### src/rtl/bit_destuffing_if.sv
// Bit-stream bundle between the CAN bit sampler, the destuffer and the frame deserializer.
// The master side drives the sampled bits and frame control; the slave side returns destuffed bits.
interface bit_destuffing_if #(
  parameter int ERR_CNT_W = 8
);

  logic                 data_in;
  logic                 data_valid;
  logic                 stuff_en;
  logic                 frame_start;
  logic                 frame_end;
  logic                 err_clear;
  logic                 data_out;
  logic                 data_out_valid;
  logic                 stuff_bit_drop;
  logic                 stuff_error;
  logic [ERR_CNT_W-1:0] err_count;

  modport master (
    output data_in, data_valid, stuff_en, frame_start, frame_end, err_clear,
    input  data_out, data_out_valid, stuff_bit_drop, stuff_error, err_count
  );

  modport slave (
    input  data_in, data_valid, stuff_en, frame_start, frame_end, err_clear,
    output data_out, data_out_valid, stuff_bit_drop, stuff_error, err_count
  );

endinterface

### src/rtl/bit_destuffing.sv
// Receive-side CAN bit destuffer: drops the complementary bit after RUN_LEN identical bits, flags missing ones.
// Optional saturating stuff-error counter is built when STUFF_ERR_CNT_EN is defined.
module bit_destuffing #(
  parameter int RUN_LEN   = 5,
  parameter int ERR_CNT_W = 8
) (
  input logic             clk,
  input logic             rst,
  bit_destuffing_if.slave bus
);

  localparam int CNT_W = $clog2(RUN_LEN + 1);
  localparam logic [CNT_W-1:0] RUN_MAX = CNT_W'(RUN_LEN);
  localparam logic [CNT_W-1:0] RUN_ONE = CNT_W'(1);

  typedef enum logic [1:0] {
    IDLE,
    RUN,
    STUFF,
    ERROR
  } state_t;

  state_t           state_q, state_d;
  logic [CNT_W-1:0] run_q, run_d;
  logic             last_q, last_d;
  logic             out_q, out_d;
  logic             valid_q, valid_d;
  logic             drop_q, drop_d;
  logic             err_q, err_d;

  state_t           cur_state;
  logic [CNT_W-1:0] cur_run;
  logic             cur_last;
  logic             closing;
  logic [CNT_W-1:0] bumped;

  always_ff @(posedge clk) begin
    if (!rst) begin
      state_q <= IDLE;
      run_q   <= '0;
      last_q  <= 1'b1;
      out_q   <= 1'b0;
      valid_q <= 1'b0;
      drop_q  <= 1'b0;
      err_q   <= 1'b0;
    end else begin
      state_q <= state_d;
      run_q   <= run_d;
      last_q  <= last_d;
      out_q   <= out_d;
      valid_q <= valid_d;
      drop_q  <= drop_d;
      err_q   <= err_d;
    end
  end

  // Frame control first rewrites the tracking context, then any same-cycle bit is judged against it.
  // A frame_end bit is treated as a plain data bit, which discards a pending stuff check.
  always_comb begin
    state_d   = state_q;
    run_d     = run_q;
    last_d    = last_q;
    out_d     = out_q;
    valid_d   = 1'b0;
    drop_d    = 1'b0;
    err_d     = err_q;
    cur_state = state_q;
    cur_run   = run_q;
    cur_last  = last_q;
    closing   = 1'b0;
    bumped    = '0;

    if (bus.frame_start) begin
      cur_state = RUN;
      cur_run   = '0;
      cur_last  = 1'b1;
      state_d   = RUN;
      run_d     = '0;
      last_d    = 1'b1;
      err_d     = 1'b0;
    end else if (bus.frame_end && (state_q == RUN || state_q == STUFF)) begin
      cur_state = RUN;
      closing   = 1'b1;
      state_d   = IDLE;
    end else if (bus.err_clear && state_q == ERROR) begin
      cur_state = IDLE;
      state_d   = IDLE;
      err_d     = 1'b0;
    end

    if (bus.data_valid) begin
      case (cur_state)
        RUN: begin
          bumped  = (cur_run == RUN_MAX) ? RUN_MAX : cur_run + RUN_ONE;
          out_d   = bus.data_in;
          valid_d = 1'b1;
          last_d  = bus.data_in;
          if (!bus.stuff_en) begin
            run_d = '0;
          end else if (bus.data_in == cur_last) begin
            run_d = bumped;
          end else begin
            run_d = RUN_ONE;
          end
          if (!closing && bus.stuff_en && run_d == RUN_MAX) begin
            state_d = STUFF;
          end
        end
        STUFF: begin
          if (bus.data_in != cur_last) begin
            drop_d  = 1'b1;
            run_d   = RUN_ONE;
            last_d  = bus.data_in;
            state_d = RUN;
          end else begin
            err_d   = 1'b1;
            state_d = ERROR;
          end
        end
        default: begin
        end
      endcase
    end
  end

  assign bus.data_out       = out_q;
  assign bus.data_out_valid = valid_q;
  assign bus.stuff_bit_drop = drop_q;
  assign bus.stuff_error    = err_q;

`ifdef STUFF_ERR_CNT_EN
  logic [ERR_CNT_W-1:0] err_cnt_q;
  logic                 enter_err;

  // ERROR is only ever entered from a failed stuff check, so any entry counts once.
  assign enter_err = (state_d == ERROR) && (state_q != ERROR);

  always_ff @(posedge clk) begin
    if (!rst) begin
      err_cnt_q <= '0;
    end else if (enter_err && err_cnt_q != {ERR_CNT_W{1'b1}}) begin
      err_cnt_q <= err_cnt_q + 1'b1;
    end
  end

  assign bus.err_count = err_cnt_q;
`else
  assign bus.err_count = {ERR_CNT_W{1'b0}};
`endif

endmodule

### src/flat_wrapper.sv
// flat-port wrapper written by rule: the top's interface ports become plain ports
module bit_destuffing_flat 
#(
  parameter int RUN_LEN   = 5,
  parameter int ERR_CNT_W = 8
)
  (clk, rst, bus_data_in, bus_data_valid, bus_stuff_en, bus_frame_start, bus_frame_end, bus_err_clear, bus_data_out, bus_data_out_valid, bus_stuff_bit_drop, bus_stuff_error, bus_err_count);
  bit_destuffing_if #(.ERR_CNT_W(ERR_CNT_W)) bus_i ();
  input logic clk;
  input logic rst;
  input wire logic [$bits(bus_i.data_in)-1:0] bus_data_in;
  input wire logic [$bits(bus_i.data_valid)-1:0] bus_data_valid;
  input wire logic [$bits(bus_i.stuff_en)-1:0] bus_stuff_en;
  input wire logic [$bits(bus_i.frame_start)-1:0] bus_frame_start;
  input wire logic [$bits(bus_i.frame_end)-1:0] bus_frame_end;
  input wire logic [$bits(bus_i.err_clear)-1:0] bus_err_clear;
  output wire logic [$bits(bus_i.data_out)-1:0] bus_data_out;
  output wire logic [$bits(bus_i.data_out_valid)-1:0] bus_data_out_valid;
  output wire logic [$bits(bus_i.stuff_bit_drop)-1:0] bus_stuff_bit_drop;
  output wire logic [$bits(bus_i.stuff_error)-1:0] bus_stuff_error;
  output wire logic [$bits(bus_i.err_count)-1:0] bus_err_count;
  assign bus_i.data_in = bus_data_in;
  assign bus_i.data_valid = bus_data_valid;
  assign bus_i.stuff_en = bus_stuff_en;
  assign bus_i.frame_start = bus_frame_start;
  assign bus_i.frame_end = bus_frame_end;
  assign bus_i.err_clear = bus_err_clear;
  assign bus_data_out = bus_i.data_out;
  assign bus_data_out_valid = bus_i.data_out_valid;
  assign bus_stuff_bit_drop = bus_i.stuff_bit_drop;
  assign bus_stuff_error = bus_i.stuff_error;
  assign bus_err_count = bus_i.err_count;
  bit_destuffing #(.RUN_LEN(RUN_LEN), .ERR_CNT_W(ERR_CNT_W)) u_core (.clk(clk), .rst(rst), .bus(bus_i));
endmodule
### config.mk
export PLATFORM = sky130hd
export DESIGN_NAME = bit_destuffing_flat
export DESIGN_NICKNAME = d
export VERILOG_FILES = /design/src/rtl/bit_destuffing_if.sv /design/src/rtl/bit_destuffing.sv /design/src/flat_wrapper.sv
export SDC_FILE = /design/constraint.sdc
export NUM_CORES = 1
export LEC_CHECK = 0
export ABC_AREA = 1
export CELL_PAD_IN_SITES_DETAIL_PLACEMENT = 0
export CELL_PAD_IN_SITES_GLOBAL_PLACEMENT = 1
export CORE_MARGIN = 2
export CORE_UTILIZATION = 28
export DETAILED_ROUTE_END_ITERATION = 6
export PLACE_DENSITY_LB_ADDON = 0.12
export SYNTH_ARGS = -nofsm -noshare
export SYNTH_HDL_FRONTEND = slang
export SYNTH_SLANG_ARGS = --single-unit
### constraint.sdc
create_clock -name clk -period 1.8 [get_ports clk]
set_input_delay 0.27 -clock clk [delete_from_list [all_inputs] [get_ports clk]]
set_output_delay 0.27 -clock clk [all_outputs]
set_load 0.005 [all_outputs]
==> results.cfg <==
[yosys]
ys.flop_type = dfxtp_1
ys_ff_latch = 10
netlist.area_leader.share_pct = 30.2
yosysWarnings = 0
netlist_instances = 95
netlist_area_um2 = 662
async_flop_share_pct = 0
syn_area_per_cell_um2 = 6.97
yosysUniqueCellTypes = 22
synth.area.top_cells = dfxtp_1 (30%), ha_1 (9.5%), buf_4 (9.1%)
synth_edf_count = 0
yosysSeqAreaShare_pct = 30.2
synth_top_area_cell = dfxtp_1

[clock_network]
htreeDepth = 1
clk_pin_slew_worst_paths_ps = 70
cts_buffers = 3
root_buffer = clkbuf_4
postCtsHoldBufs = 0
clkSinkCount = 10
tritoncts = done
clk_path_buf_depth = 2
clock_latency_ps = 270

[grt]
grt_pass1_vias = 677
grt_pass1_wl_um = 2660
grt_max_degree = 8
antenna_found_initial = 0
grt_overflow = 0
grt_use_total_pct = 13.4

[floorplanning]
ios = 20
die_x_um = 52.6
die_area_um2 = 2770
initial_utilization_pct = 29.6
die_y_um = 52.6
rows = 17
core_um2 = 2230

[setup_path]
end_kind = flip-flop
critPathRequiredTime_ps = 1950
startpoint = u_core.state_q[0]
critPathKind = reg -> reg
startpoint_type = flip-flop
reg2reg_slack_ps = 70
r2r_end = u_core.last_q
r2r_cells = 8
worstPathMaxFanout = 6
cp.arrival_ps = 1880
timing.rr.start = u_core.state_q[0]
endpoint = u_core.last_q

[drt]
drcViolationCount = 0
routedWlPerCell_um = 10.5
drt-pass1-iter-count = 4
vias = 700
ant_nets = 0
drt_iter0_drc = 8
drt_wl_total_um = 1650
via_per_inst = 4.46

[layout]
fin_util_pct = 45.9
synthToLayoutAreaGrowth_pct = 54.8
drive_gt1_share_pct = 33.3
mostFrequentLayoutCell = buf_4
final_cell_mix = buf_4 (20), nand2_1 (13), inv_1 (11), clkdlybuf4s50_1 (10)
layout.nets = 144
n_antenna_cell = 0

[power]
max-vdd-ir-drop_mv = 0.291
p_per_area_nw_per_um2 = 585
power_leakage_nw = 0.471

[timing]
fmax_mhz = 579
post-route-min-period_ps = 1730
skew_ps = 7.34
maxSlewViolCount = 0
rsz0062_at_grt = true
whs_ps = 478
hold_viol_final = 0
setup_viol = 0
fin_crit_sh_pct = 96.0

[place]
place_congestion = 0.784
hpwl_um = 1300
port_buffers = 11

[hold_path]
hold_class = reg -> reg
hold_start = u_core.bus.data_out

[flow_run]
maxCapViolCount = 0

[status]
status = finished clean
-- worst min path at each step --
stage / to / depth (start not counted)
after floorplan: u_core.bus.data_out / 2
after global routing: u_core.bus.data_out / 2
after detailed placement: u_core.bus.data_out / 2
after CTS: u_core.bus.data_out / 2
after global placement: u_core.bus.data_out / 2
final: u_core.bus.data_out / 2
-- stage by stage --
stage / power, mW / setup TNS (ps) / area (µm²) / setup slack (ps) / std cells
3_5_place_dp: 0.414 / -1900 / 923 / -298 / 151
2_1_floorplan: 0.337 / 0 / 703 / 5.96 / 102
5_1_grt: 0.634 / -147 / 1020 / -43.6 / 157
6_report: 0.599 / 0 / 1020 / 71.5 / 157
3_3_place_gp: 0.417 / -2090 / 923 / -348 / 151
4_1_cts: 0.584 / 0 / 983 / 8.97 / 156
-- cell usage after synthesis (all sizes together), types with 2 or more instances --
cell type and instances:
nor2 11, a31oi 2, ha 5, a21oi 5, nand2 15, nand4 3
dfxtp 10, o21ai 5, inv 16, buf 8, nand3 8
-- worst max-delay path, stage by stage (launching register included) --
cell and delay, ps:
dfxtp_2 340, ha_4 240, nand2_4 60, nand4_1 200
ha_4 360, nor2_4 40, buf_6 120, a31oi_1 140
o221ai_1 120
-- layer usage --
layer	track usage (%)	routed length [µm]	up-vias
met1	15.4	789	315
met5	0	0	-
met2	21.3	725	16
met3	3.71	95	5
met4	9.40	43	0
li1	-	-	364
-- cell type report --
cell class	count	area (µm²)
sequential	10	203
timing repair buffer	32	274
fill	234	1210
inverter	16	60.1
clock buffer	3	22.5
multi-input combinational	68	430
tap	28	35.0
-- logic make-up (layout without fill, tap and decap cells) --
logic type | after synthesis | in the layout | share of synthesized area (%)
xor+xnor | 1 | 1 | 1.32
other cells | 1 | 8 | 0.567
compound gates | 16 | 16 | 14.4
buf+inv | 24 | 51 | 18.1
fa+ha+maj | 5 | 5 | 9.45
flops | 10 | 10 | 30.2
simple gates | 38 | 38 | 25.9
-- report_power, final --
group / switching, mW / internal (mW) / total [mW]
clock network: 0.0794 / 0.0773 / 0.157
logic: 0.0953 / 0.106 / 0.201
registers: 0.00752 / 0.234 / 0.241
total: 0.182 / 0.417 / 0.599
-- flip-flops by register name, summed over array words and instances (netlist names) --
signal	count
u_core.state_q	2
u_core.bus.data_out_valid	1
u_core.run_q	3
u_core.bus.data_out	1
u_core.last_q	1
u_core.bus.stuff_error	1
u_core.bus.stuff_bit_drop	1
-- repair_timing --
item                                    CTS  global route
resized for setup                         5            15
pin swaps                                 4            10
endpoints found under the setup margin    7             8
setup buffers                             2             1
hold endpoints to repair                  0             0
Note: power is estimated with default switching activity, not from simulation.
